`src/rtl/led_pwm_driver_if.sv`:
```
// Config bus between the CPU register block and the LED PWM driver.
interface led_pwm_driver_if;
    logic        cfg_we;
    logic [31:0] cfg_data;
    logic [31:0] o_cfg;
    logic        o_pending;

    // CPU side: writes config, reads back active config and pending flag
    modport master (
        output cfg_we,
        output cfg_data,
        input  o_cfg,
        input  o_pending
    );

    // Driver side
    modport slave (
        input  cfg_we,
        input  cfg_data,
        output o_cfg,
        output o_pending
    );
endinterface

```
`src/rtl/led_pwm_driver.sv`:
```
// LED pin driver: PWM brightness and per-LED blink, with config shadowed to PWM period boundaries.
module led_pwm_driver #(
    parameter int unsigned      CNT_W    = 8,
    parameter int unsigned      BLK_W    = 8,
    parameter logic [CNT_W-1:0] RST_DUTY = '1
) (
    input  logic              clk,
    input  logic              rst,
    input  logic [3:0]        i_leds,
    led_pwm_driver_if.slave   cfg,
    output logic [3:0]        o_pins,
    output logic              o_period_start
);

    localparam logic [CNT_W-1:0] CNT_MAX  = '1;
    localparam logic [31:0]      USED_BITS = 32'h0F0F_0000 | ((32'd1 << CNT_W) - 32'd1);

    logic [CNT_W-1:0] pwm_cnt;
    logic [CNT_W-1:0] duty_act;
    logic [CNT_W-1:0] duty_shd;
    logic [3:0]       mask_act;
    logic [3:0]       mask_shd;
    logic [3:0]       rate_act;
    logic [3:0]       rate_shd;
    logic [BLK_W-1:0] blk_cnt;
    logic             blink_phase;
    logic             pending;

    logic             boundary;
    logic             pwm_on;
    logic [7:0]       blk_term_full;
    logic [BLK_W-1:0] blk_term;
    logic [3:0]       pins_nxt;
    logic [31:0]      cfg_rd;
    logic [CNT_W-1:0] wr_duty;
    logic [3:0]       wr_mask;
    logic [3:0]       wr_rate;
    logic [31:0]      unused_cfg_bits;

    // Decode of write data fields and the bits this block ignores
    always_comb begin
        wr_duty         = cfg.cfg_data[CNT_W-1:0];
        wr_mask         = cfg.cfg_data[19:16];
        wr_rate         = cfg.cfg_data[27:24];
        unused_cfg_bits = cfg.cfg_data & ~USED_BITS;
    end

    // Period boundary, PWM compare, blink terminal count and next pin value
    always_comb begin
        boundary      = (pwm_cnt == CNT_MAX);
        if (duty_act == '0) begin
            pwm_on = 1'b0;
        end else if (duty_act == CNT_MAX) begin
            pwm_on = 1'b1;
        end else begin
            pwm_on = (pwm_cnt < duty_act);
        end
        blk_term_full = {rate_act, 4'hF};
        blk_term      = BLK_W'(blk_term_full);
        pins_nxt      = i_leds & {4{pwm_on}} & (~mask_act | {4{blink_phase}});
    end

    // Active config readback, unused bits zero
    always_comb begin
        cfg_rd                = '0;
        cfg_rd[CNT_W-1:0]     = duty_act;
        cfg_rd[19:16]         = mask_act;
        cfg_rd[27:24]         = rate_act;
        cfg.o_cfg             = cfg_rd;
        cfg.o_pending         = pending;
    end

    // Free-running PWM counter and blink divider in units of PWM periods
    always_ff @(posedge clk) begin
        if (rst) begin
            pwm_cnt     <= '0;
            blk_cnt     <= '0;
            blink_phase <= 1'b1;
        end else begin
            pwm_cnt <= pwm_cnt + 1'b1;
            if (boundary) begin
                // >= so a shrinking rate still terminates promptly
                if (blk_cnt >= blk_term) begin
                    blk_cnt     <= '0;
                    blink_phase <= ~blink_phase;
                end else begin
                    blk_cnt <= blk_cnt + 1'b1;
                end
            end
        end
    end

    // Shadow/active config: writes land in shadow, promoted at the period boundary
    always_ff @(posedge clk) begin
        if (rst) begin
            duty_act <= RST_DUTY;
            mask_act <= '0;
            rate_act <= '0;
            duty_shd <= RST_DUTY;
            mask_shd <= '0;
            rate_shd <= '0;
            pending  <= 1'b0;
        end else if (boundary) begin
            // A write in the boundary cycle bypasses the shadow
            if (cfg.cfg_we) begin
                duty_act <= wr_duty;
                mask_act <= wr_mask;
                rate_act <= wr_rate;
                duty_shd <= wr_duty;
                mask_shd <= wr_mask;
                rate_shd <= wr_rate;
            end else begin
                duty_act <= duty_shd;
                mask_act <= mask_shd;
                rate_act <= rate_shd;
            end
            pending <= 1'b0;
        end else if (cfg.cfg_we) begin
            duty_shd <= wr_duty;
            mask_shd <= wr_mask;
            rate_shd <= wr_rate;
            pending  <= 1'b1;
        end
    end

    // Registered pin drive and period-start pulse
    always_ff @(posedge clk) begin
        if (rst) begin
            o_pins         <= '0;
            o_period_start <= 1'b0;
        end else begin
            o_pins         <= pins_nxt;
            o_period_start <= boundary;
        end
    end

endmodule

```
`src/flat_wrapper.sv`:
```
// flat-port wrapper written by rule: the top's interface ports become plain ports
module led_pwm_driver_flat 
#(
    parameter int unsigned      CNT_W    = 8,
    parameter int unsigned      BLK_W    = 8,
    parameter logic [CNT_W-1:0] RST_DUTY = '1
)
  (clk, rst, i_leds, o_pins, o_period_start, cfg_cfg_we, cfg_cfg_data, cfg_o_cfg, cfg_o_pending);
  led_pwm_driver_if cfg_i ();
  input  logic clk;
  input  logic rst;
  input  logic [3:0] i_leds;
  output logic [3:0] o_pins;
  output logic o_period_start;
  input wire logic [$bits(cfg_i.cfg_we)-1:0] cfg_cfg_we;
  input wire logic [$bits(cfg_i.cfg_data)-1:0] cfg_cfg_data;
  output wire logic [$bits(cfg_i.o_cfg)-1:0] cfg_o_cfg;
  output wire logic [$bits(cfg_i.o_pending)-1:0] cfg_o_pending;
  assign cfg_i.cfg_we = cfg_cfg_we;
  assign cfg_i.cfg_data = cfg_cfg_data;
  assign cfg_o_cfg = cfg_i.o_cfg;
  assign cfg_o_pending = cfg_i.o_pending;
  led_pwm_driver #(.CNT_W(CNT_W), .BLK_W(BLK_W), .RST_DUTY(RST_DUTY)) u_core (.clk(clk), .rst(rst), .i_leds(i_leds), .cfg(cfg_i), .o_pins(o_pins), .o_period_start(o_period_start));
endmodule
```
`config.mk`:
```
export PLATFORM = sky130hd
export DESIGN_NAME = led_pwm_driver_flat
export DESIGN_NICKNAME = d
export VERILOG_FILES = /design/src/rtl/led_pwm_driver_if.sv /design/src/rtl/led_pwm_driver.sv /design/src/flat_wrapper.sv
export SDC_FILE = /design/constraint.sdc
export NUM_CORES = 1
export LEC_CHECK = 0
export ABC_CLOCK_PERIOD_IN_PS = 2640
export CORE_MARGIN = 1
export CORE_UTILIZATION = 54
export CTS_BUF_LIST = sky130_fd_sc_hd__clkbuf_4 sky130_fd_sc_hd__clkbuf_8 sky130_fd_sc_hd__clkbuf_16
export DETAILED_ROUTE_END_ITERATION = 10
export DONT_BUFFER_PORTS = 1
export PLACE_DENSITY_LB_ADDON = 0.1
export SYNTH_ARGS = -nofsm -noshare
export SYNTH_HDL_FRONTEND = slang
export SYNTH_SLANG_ARGS = --single-unit
```
`constraint.sdc`:
```
create_clock -name clk -period 2.64 [get_ports clk]
set_clock_uncertainty 0.15 [all_clocks]
set_input_delay 0.396 -clock clk [delete_from_list [all_inputs] [get_ports clk]]
set_output_delay 0.396 -clock clk [all_outputs]
set_load 0.02 [all_outputs]
```
# --- After elaboration in Yosys (flattened, before gate mapping) ---
# Cells that the tools add are included.
op_classes:
  magnitude_cmp: 2
  n_reduce_logical: 3
  n_mux: 6
  eq_ne: 2
  bitwise: 5
  addsub: 2
ops:
  columns: ["operator", "count"]
  rows:
  - ["$add 8x1->8 const B", 2]
  - ["$eq 8x8->1 const B", 2]
  - ["$mux 8", 2]
  - ["$and 4x4->4", 2]
  - ["$ge 8x8->1", 1]
  - ["$logic_not 8->1", 1]
  - ["$lt 8x8->1", 1]
  - ["$mux 4", 2]
  - ["$not 4->4", 1]
  - ["$or 4x4->4", 1]
  - ["$mux 1", 2]
  - ["$reduce_and 2->1", 1]
  - ["$reduce_or 2->1", 1]
  - ["$not 1->1", 1]
totals:
  wordCells: 32
  register_bits: 55
  in_bits: 39
  output_inout_bits: 38

# --- Logic depth before layout (Yosys ltp) ---
depth:
  depth_word: 5
  mapped_depth: 7
  ltp_nobuf: 6

# --- Worst setup path before layout ---
# Ideal clock, no wire load.
synth_timing:
  kind: "register to register"
  start: "reg u_core.rate_act[1]"
  end: "reg u_core.blk_cnt[3]"
  t_required_ps: 2415
  t_arrival_ps: 1840
  period_less_slack_ps: 2065
  n_path_buf: 0
  path_stages_with_launch: 7
  path_slack_ps: 575
  path_cell_list: "dfxtp_1 > inv_1 > ha_1 > a21o_1 > a211oi_2 > nand3_1 > o22ai_1"
synth_between:
  elab_chain_len: 2
synth_rtl:
  columns: ["element", "line_no", "text"]
  rows:
  - ["start, declared", "led_pwm_driver.sv:23", "logic [3:0] rate_act;"]
  - ["start signal, assigned", "led_pwm_driver.sv:108", "rate_act <= wr_rate;"]
  - ["start signal, assigned", "led_pwm_driver.sv:115", "rate_act <= rate_shd;"]
  - ["$ge 8x8->1", "led_pwm_driver.sv:83", "if (blk_cnt >= blk_term) begin"]
  - ["$mux 8", "led_pwm_driver.sv:83", null]
  - ["end signal, assigned", "led_pwm_driver.sv:87", "blk_cnt <= blk_cnt + 1'b1;"]
  - ["end, declared", "led_pwm_driver.sv:25", "logic [BLK_W-1:0] blk_cnt;"]
# No other way between the ends.
# A chain may end at the register's enable or synchronous reset.

# --- Final worst setup path ---
layout_timing:
  start: "reg u_core.rate_act[3]"
  end: "reg u_core.blink_phase"
layout_between:
  elab_chain_len: 2
layout_rtl:
  columns: ["element", "line_no", "text"]
  rows:
  - ["$ge 8x8->1", "led_pwm_driver.sv:83", null]
  - ["$reduce_and 2->1 (no source line)", null, null]
  - ["end signal, assigned", "led_pwm_driver.sv:85", "blink_phase <= ~blink_phase;"]
  - ["end, declared", "led_pwm_driver.sv:26", "logic blink_phase;"]
# No other way between the ends.

==> results.tsv <==
stage	metric	value	unit
run_status	status	finished with violations	
run_status	violations	DRC	
worst_setup_path	cp_data_arrival_time	2320	ps
final_layout	drive_above_1_share	0.0737	
clocking	cts_resized	0	
grt	grt_pass1_vias	1712	
synth	synthDominantCellAreaShare	0.433	
timing	min_period	2230	ps
timing	relSlewSlack	0.452	
floorplan	dieArea	4980	um^2
route	wirelength	4.76	mm
clocking	clock_latency	310	ps
synth	ys_seq_area_frac	0.433	
worst_setup_path	start_kind	flip-flop	
clocking	cts_tree	yes	
job	drv_cap	0	
power_and_ir_drop	p_leak	1.13	nW
synth	synth_top_cell_by_area	dfxtp_1	
clocking	h-tree-depth	2	
synth	synthTopCellsByArea	dfxtp_1 (43%), ha_1 (6.4%), nor2_1 (4.9%)	
timing	worst_slew_pin_slew	819	ps
grt	grt_util_all_layers	0.212	
synth	ys_ff_latch	55	
synth	synth_cell_types	43	
placement	gp_congestion	0.798	
clocking	cts-root-buf	clkbuf_8	
route	drc	9	
timing	timing.final.crit_share	0.845	
grt	antenna_found_initial	0	
grt	grt_pass1_wl	8.34	mm
floorplan	num_rows	24	
final_layout	final_cell_mix	dfxtp_1 (55), nor2_1 (32), o21ai_0 (18)	
worst_setup_path	cp_slowest_stage_delay	480	ps
worst_setup_path	slowest_stage	dfxtp_1	
final_layout	antenna_cells	0	
final_layout	n_fill_cell	415	
route	ant_nets	0	
floorplan	ios	77	
floorplan	die_x	70.6	um
timing	rsz0062_at_grt	false	
synth	synth_ff_type	dfxtp_1	
worst_setup_path	crit_fanout	9	
worst_setup_path	crit_type	flip-flop to flip-flop	
clocking	clockBufferDepth	2	
synth	syn_inst	284	
timing	finalMaxSlewViolations	0	
route	via_per_inst	5.56	
power_and_ir_drop	irDropWorstVdd	0.329	mV
route	first_pass_iters	8	
placement	port_buffers	0	
synth	synthArstFlopShare	0	
timing	holdWs	14.5	ps
final_layout	syn2layout_area_growth	5.51	%
floorplan	die_h	70.6	um
final_layout	layout_commonest_cell	dfxtp_1	
synth	avgSynthCellArea	8.95	um^2
power_and_ir_drop	power_density	596	nW/um^2
grt	grt_max_degree	27	
clocking	post_cts_buffers	0	
clocking	cts_made_buffers	5	
clocking	clk_pin_slew	100	ps
timing	clock.fmax	0.449	GHz
floorplan	start_util	0.572	
placement	dp_hpwl	3.38	mm
grt	grt_overflow	0	
worst_setup_path	cp-end-kind	flip-flop	
clocking	clock-sinks	55	
floorplan	coreArea	4440	um^2
hold_path	holdCritPathClass	input port to flip-flop	
timing	setup_violations	0	
worst_setup_path	worstPathRequired	2730	ps
clocking	postCtsHoldBufs	2	
route	drtIter0Drc	87	
synth	synth_edf_count	0	
synth	synth.yosys.warnings	0	
worst_setup_path	crit_chain	inv_1, ha_1, and2_0, nand4_1, a21boi_0, mux2i_1	
synth	syn_area	2540	um^2
timing	hold_viol	0	
final_layout	fin_nets	336	
route	wire_per_inst	14.1	um
timing	tns	0	ps
route	vias	1874	
==> cell families (layout without fill, tap and decap cells) <==
group                      after synthesis  count (layout)  share of synthesized area
and+or+nand+nor                         93              93                      0.184
DFF                                     55              55                      0.433
buffers and inverters                   46              32                     0.0936
AOI/OAI and AO/OA                       62              62                      0.171
adders and majority gates               13              13                     0.0640
xor gates and xnor gates                 4               4                     0.0138
muxes                                   10              10                     0.0394
other                                    1              16                    0.00148
==> sequential cells by signal, indices dropped and copies added (netlist names) <==
name,flops
u_core.blink_phase,1
u_core.blk_cnt,8
u_core.cfg.o_pending,1
u_core.duty_act,8
u_core.duty_shd,8
u_core.mask_act,4
u_core.mask_shd,4
u_core.o_period_start,1
u_core.o_pins,4
u_core.pwm_cnt,8
u_core.rate_act,4
u_core.rate_shd,4
==> where the power goes <==
group / internal, mW / switching [mW]
logic: 0.0331 / 0.0515
registers: 0.853 / 0.0145
clock network: 0.378 / 0.269
==> final timing paths <==
kind | depth (start not counted) | slack (ps) | to | startpoint
worst max-delay path | 6 | 410 | u_core.blink_phase | u_core.rate_act[3]
worst min-delay path | 1 | 10 | u_core.o_period_start | rst
worst max register to register | 6 | 410 | u_core.blink_phase | u_core.rate_act[3]
worst min register to register | 1 | 330 | u_core.pwm_cnt[0] | u_core.pwm_cnt[0]
==> metrics by stage <==
stage | power [mW] | worst slack, ps | cell area, um^2 | util | instances
5_1_grt | 1.67 | 231 | 2680 | 0.603 | 337
4_1_cts | 1.62 | 394 | 2680 | 0.603 | 337
3_3_place_gp | 0.961 | 471 | 2520 | 0.568 | 327
2_1_floorplan | 0.984 | 575 | 2600 | - | 299
3_5_place_dp | 0.963 | 427 | 2520 | 0.568 | 327
6_report | 1.60 | 410 | 2680 | 0.603 | 337
==> layout make-up <==
type,count,area [um^2],area share
well taps,52,65.1,0.0243
inverters,18,67.6,0.0252
flip-flops and latches,55,1100,0.411
multi-input cells,198,1260,0.470
clock inverters,3,67.6,0.0252
repair buffers,6,50.0,0.0187
clock buffers,5,68.8,0.0257
==> metal layers <==
metal,up-vias,wire length [um],global-route usage,share of wire
li1,962,-,-,-
met1,848,2240,0.282,0.47
met2,59,2110,0.335,0.44
met3,5,348,0.0655,0.073
met4,0,58,0.0600,0.012
met5,-,0,0,0
==> critical path: cells and delay by family, from the launching register on <==
| family | cells | cell delay [ps] |
|---|---|---|
| AND/OR/NAND/NOR | 2 | 590 |
| AO/OA/AOI/OAI | 1 | 350 |
| adder cells (fa/ha/maj) | 1 | 300 |
| buffers and inverters | 1 | 80 |
| flip-flops | 1 | 480 |
| multiplexers | 1 | 210 |
==> synthesized netlist by cell type, types with 8 or more instances <==
cell type,count
dfxtp_1,55
mux2i_1,10
o21ai_0,18
nand2_1,17
ha_1,13
nor2_1,33
a211o_1,9
inv_1,16
nand3_1,11
nor2b_1,10
buf_4,16
a211oi_1,8
Power figures use the tool's default switching activity.
